`src/rtl/reg_file.sv`:
```
// Architectural register file with ROB rename tags; combinational operand reads, commit/issue/flush updates.
// Optional commit-to-read bypass enabled by defining REGFILE_BYPASS_EN.
module reg_file #(
   parameter int ROB_WIDTH = 4
) (
   input  logic                 clk_in,
   input  logic                 rst_in,
   input  logic                 rdy_in,
   input  logic                 clr_in,
   input  logic [4:0]           rs1_id,
   output logic [31:0]          rs1_val,
   output logic [ROB_WIDTH-1:0] rs1_depend,
   input  logic [4:0]           rs2_id,
   output logic [31:0]          rs2_val,
   output logic [ROB_WIDTH-1:0] rs2_depend,
   input  logic                 issue_valid,
   input  logic [4:0]           issue_rd,
   input  logic [ROB_WIDTH-1:0] issue_rob_idx,
   input  logic                 commit_valid,
   input  logic [4:0]           commit_rd,
   input  logic [ROB_WIDTH-1:0] commit_rob_idx,
   input  logic [31:0]          commit_val
);

   logic [31:0]          r_val [32];
   logic [ROB_WIDTH-1:0] r_tag [32];

   logic [31:0]          w_commit_hit;
   logic [31:0]          w_issue_hit;
   logic [31:0]          w_rs1_val;
   logic [ROB_WIDTH-1:0] w_rs1_dep;
   logic [31:0]          w_rs2_val;
   logic [ROB_WIDTH-1:0] w_rs2_dep;

   // One-hot write decode; bit 0 stays clear so x0 is never touched.
   always_comb begin
      w_commit_hit = '0;
      w_issue_hit  = '0;
      if (commit_valid && (commit_rd != 5'd0))
         w_commit_hit[commit_rd] = 1'b1;
      if (issue_valid && !clr_in && (issue_rd != 5'd0))
         w_issue_hit[issue_rd] = 1'b1;
   end

   always_ff @(posedge clk_in or negedge rst_in) begin
      if (!rst_in) begin
         for (int i = 0; i < 32; i++) begin
            r_val[i] <= '0;
            r_tag[i] <= '0;
         end
      end else if (rdy_in) begin
         for (int i = 1; i < 32; i++) begin
            if (w_commit_hit[i])
               r_val[i] <= commit_val;
            // Priority: flush, then a new rename, then release by the matching commit.
            if (clr_in)
               r_tag[i] <= '0;
            else if (w_issue_hit[i])
               r_tag[i] <= issue_rob_idx;
            else if (w_commit_hit[i] && (r_tag[i] == commit_rob_idx))
               r_tag[i] <= '0;
         end
      end
   end

   always_comb begin
      w_rs1_val = r_val[rs1_id];
      w_rs1_dep = r_tag[rs1_id];
      w_rs2_val = r_val[rs2_id];
      w_rs2_dep = r_tag[rs2_id];
`ifdef REGFILE_BYPASS_EN
      if (rdy_in && commit_valid && (rs1_id != 5'd0) && (commit_rd == rs1_id)
          && (r_tag[rs1_id] == commit_rob_idx)) begin
         w_rs1_val = commit_val;
         w_rs1_dep = '0;
      end
      if (rdy_in && commit_valid && (rs2_id != 5'd0) && (commit_rd == rs2_id)
          && (r_tag[rs2_id] == commit_rob_idx)) begin
         w_rs2_val = commit_val;
         w_rs2_dep = '0;
      end
`endif
   end

   assign rs1_val    = w_rs1_val;
   assign rs1_depend = w_rs1_dep;
   assign rs2_val    = w_rs2_val;
   assign rs2_depend = w_rs2_dep;

endmodule

```
`config.mk`:
```
export PLATFORM = sky130hd
export DESIGN_NAME = reg_file
export DESIGN_NICKNAME = d
export VERILOG_FILES = /design/src/rtl/reg_file.sv
export SDC_FILE = /design/constraint.sdc
export NUM_CORES = 2
export LEC_CHECK = 0
export BUFFER_PORTS_ARGS = -buffer_cell sky130_fd_sc_hd__buf_4
export CORE_UTILIZATION = 36
export CTS_CLUSTER_SIZE = 28
export DETAILED_ROUTE_END_ITERATION = 8
export SYNTH_ARGS = -nofsm -noshare
export SYNTH_HDL_FRONTEND = slang
export SYNTH_SLANG_ARGS = --single-unit
export TNS_END_PERCENT = 50
```
`constraint.sdc`:
```
create_clock -name clk_in -period 1.65 [get_ports clk_in]
set_input_delay 0.0825 -clock clk_in [delete_from_list [all_inputs] [get_ports clk_in]]
set_output_delay 0.0825 -clock clk_in [all_outputs]
set_load 0.01 [all_outputs]
```
==> flow_metrics.env <==
export IMPL_status="finished with violations"
export IMPL_violations="setup timing"
export IMPL_critPathRequiredTime_ns=1.57
export IMPL_fin_worst_skew_ns=0.0238
export IMPL_syn_avg_cell_area_sq_um=13.8
export IMPL_r2r_start="r_tag[92]"
export IMPL_clk_pin_slew_worst_paths_ns=0.06
export IMPL_syn_nets=4599
export IMPL_ir_drop_mv=0.918
export IMPL_grt_ovfl_total=0
export IMPL_fin_setup_tns_ns=-58.24
export IMPL_hp_start="rdy_in"
export IMPL_initial_utilization_pct=36.3
export IMPL_grt_pass1_vias=46786
export IMPL_setup_slack_ns=-0.938
export IMPL_grtUsageTotal_pct=24.8
export IMPL_cts_buffer_depth=3
export IMPL_cp_start_kind="flop"
export IMPL_grt_start_max_net_pins=96
export IMPL_cp_end_kind="output port"
export IMPL_slew_violations=0
export IMPL_worst_pin_slew_ns=0.942
export IMPL_root_buffer="clkbuf_16"
export IMPL_synth_edf_count=0
export IMPL_dp_hpwl_um=149000
export IMPL_critPathMaxFanout=2
export IMPL_num_vias=44713
export IMPL_rows=152
export IMPL_drv_cap=0
export IMPL_vias_per_cell=5.85
export IMPL_ys_seq_area_share_pct=44.8
export IMPL_setup_viol=121
export IMPL_gp_congestion=0.926
export IMPL_detail_route_antenna_nets=0
export IMPL_mostFrequentLayoutCells="mux2_2, dfrtp_1, buf_4"
export IMPL_ys_ff_latch=1116
export IMPL_coreArea_sq_um=172000
export IMPL_die_area_sq_um=175000
export IMPL_drc_errors=0
export IMPL_fin_crit_ns=2.59
export IMPL_route_final_wire_length_um=218000
export IMPL_numCtsBuffers=118
export IMPL_hold_viol_final=0
export IMPL_hold_path_class="in -> reg"
export IMPL_die_h_um=418
export IMPL_fin_crit_sh_pct=157
export IMPL_synth_ff_type="dfrtp_1"
export IMPL_ys_types=63
export IMPL_grt_pass1_wl_um=321000
export IMPL_die_w_um=418
export IMPL_rr_worst_depth=6
export IMPL_slew_headroom_pct=37.0
export IMPL_area_delta_synth_final_pct=27.9
export IMPL_drtPass1Iterations=5
export IMPL_async_reset_ff_share_pct=100
export IMPL_hold_end="r_tag[89]"
export IMPL_fmax_ghz=0.386
export IMPL_drive_above_1_share_pct=57.7
export IMPL_synth_cells=4533
export IMPL_p_total_mw=76.4
export IMPL_holdPathStages=4
export IMPL_placedCellCount=7366
export IMPL_cts_htree_levels=3
export IMPL_placement_io_buffers=137
export IMPL_p_per_area_nw_per_um2=957
export IMPL_r2r_end="r_tag[95]"
export IMPL_rsz0062_at_grt="true"
export IMPL_ys_warnings_count=36
export IMPL_synth_area_sq_um=62400
export IMPL_drtIter0Drc=3730
export IMPL_io_pins=138
export IMPL_final_cells=7642
export IMPL_finish_utilization_pct=46.4
export IMPL_critical_path_class="reg -> out"
export IMPL_cts_tree="done"
export IMPL_p_leak_nw=35.9
export IMPL_final_common_cell="mux2_2"
export IMPL_critPathArrivalTime_ns=2.51
export IMPL_antenna_found_initial=6
export IMPL_wl_per_cell_um=28.5
export IMPL_reg2reg_slack_ns=-0.16
export IMPL_nNetsFinal=5298
export IMPL_cts_sinks=1116
export IMPL_clk_latency_ns=0.75
[layer usage]
layer	GRT usage, %	vias up	part of all wire [%]
li1	-	18708	-
met1	32.1	24043	41
met2	41.2	1555	49
met3	3.62	407	5.7
met4	11.0	0	4.5
met5	0	-	0
[power by group]
group | internal, mW | switching (mW)
combinational | 8.63 | 6.52
clock | 16.4 | 11.8
sequential | 30.6 | 2.37
[Yosys cell counts, drive strengths merged (6+ instances only)]
cell type	number	area (sq um)
a21oi	51	255
a22o	152	1330
a22oi	71	533
buf	263	1350
clkbuf	208	781
dfrtp	1116	27900
mux2	1208	13600
mux2i	180	1800
mux4	432	9730
nand2	152	571
nand3	15	85.1
nand3b	8	85.1
nand4	11	83.8
nor2	178	713
nor2b	14	87.6
nor3b	6	55.1
nor4	11	68.8
o21ai	168	841
o221ai	36	315
o22ai	40	269
o31ai	47	420
xnor2	63	552
xor2	61	534
[registers in the layout, summed over array words and instances, names as in the netlist]
signal / count
r_tag: 124
r_val: 992
[final cells by class]
cell class | instances | area [sq um]
antenna | 3 | 7.51
multi-input combinational | 2942 | 33800
inverter | 4 | 15.0
clock inverter | 49 | 618
timing repair buffer | 1050 | 11000
sequential | 1116 | 27900
fill | 15164 | 92100
tap | 2310 | 2890
clock buffer | 168 | 3460
[worst max-delay path, cell delays in order, from the launching register on]
cell and delay [ns]:
dfrtp_1 0.39, buf_4 0.14, mux4_2 0.49, mux2i_2 0.18
nand2_1 0.07, nand2_1 0.08, o21ai_1 0.08, buf_4 0.19
buf_6 0.13
[through the flow]
step           cell area [sq um]  setup slack (ns)  hold WS, ns
2_1_floorplan              62400          -0.00321       -0.213
3_3_place_gp               73600            -0.807     -0.00794
3_5_place_dp               73600            -0.791     -0.00765
4_1_cts                    79200            -0.967      0.00165
5_1_grt                    79800             -1.02       0.0148
6_report                   79800            -0.938      0.00417
[logic make-up after synthesis]
| logic type | synth area share (%) |
|---|---|
| buffers and inverters | 3.44 |
| multiplexers | 40.3 |
| AND/OR/NAND/NOR | 3.17 |
| AO/OA/AOI/OAI | 6.60 |
| flip-flops | 44.8 |
| XOR/XNOR | 1.74 |
[how the worst max path moves through the flow]
stage / startpoint / end / cells after the start
after floorplan: rs1_id[0] / rs1_val[10] / 8
after global placement: rs2_id[0] / rs2_val[3] / 8
after detailed placement: rs2_id[0] / rs2_val[3] / 8
after CTS: r_tag[34] / rs1_depend[2] / 6
after global routing: r_val[23] / rs1_val[23] / 7
final: r_val[598] / rs1_val[22] / 8
[repair_timing]
item,CTS,global route
pin swaps,128,74
endpoints found under the setup margin,145,171
buffers inserted,25,9
gates resized for setup,370,118
hold buffers,43,0
hold endpoints to repair,2149,0
Note: power is estimated with default switching activity, not from simulation.
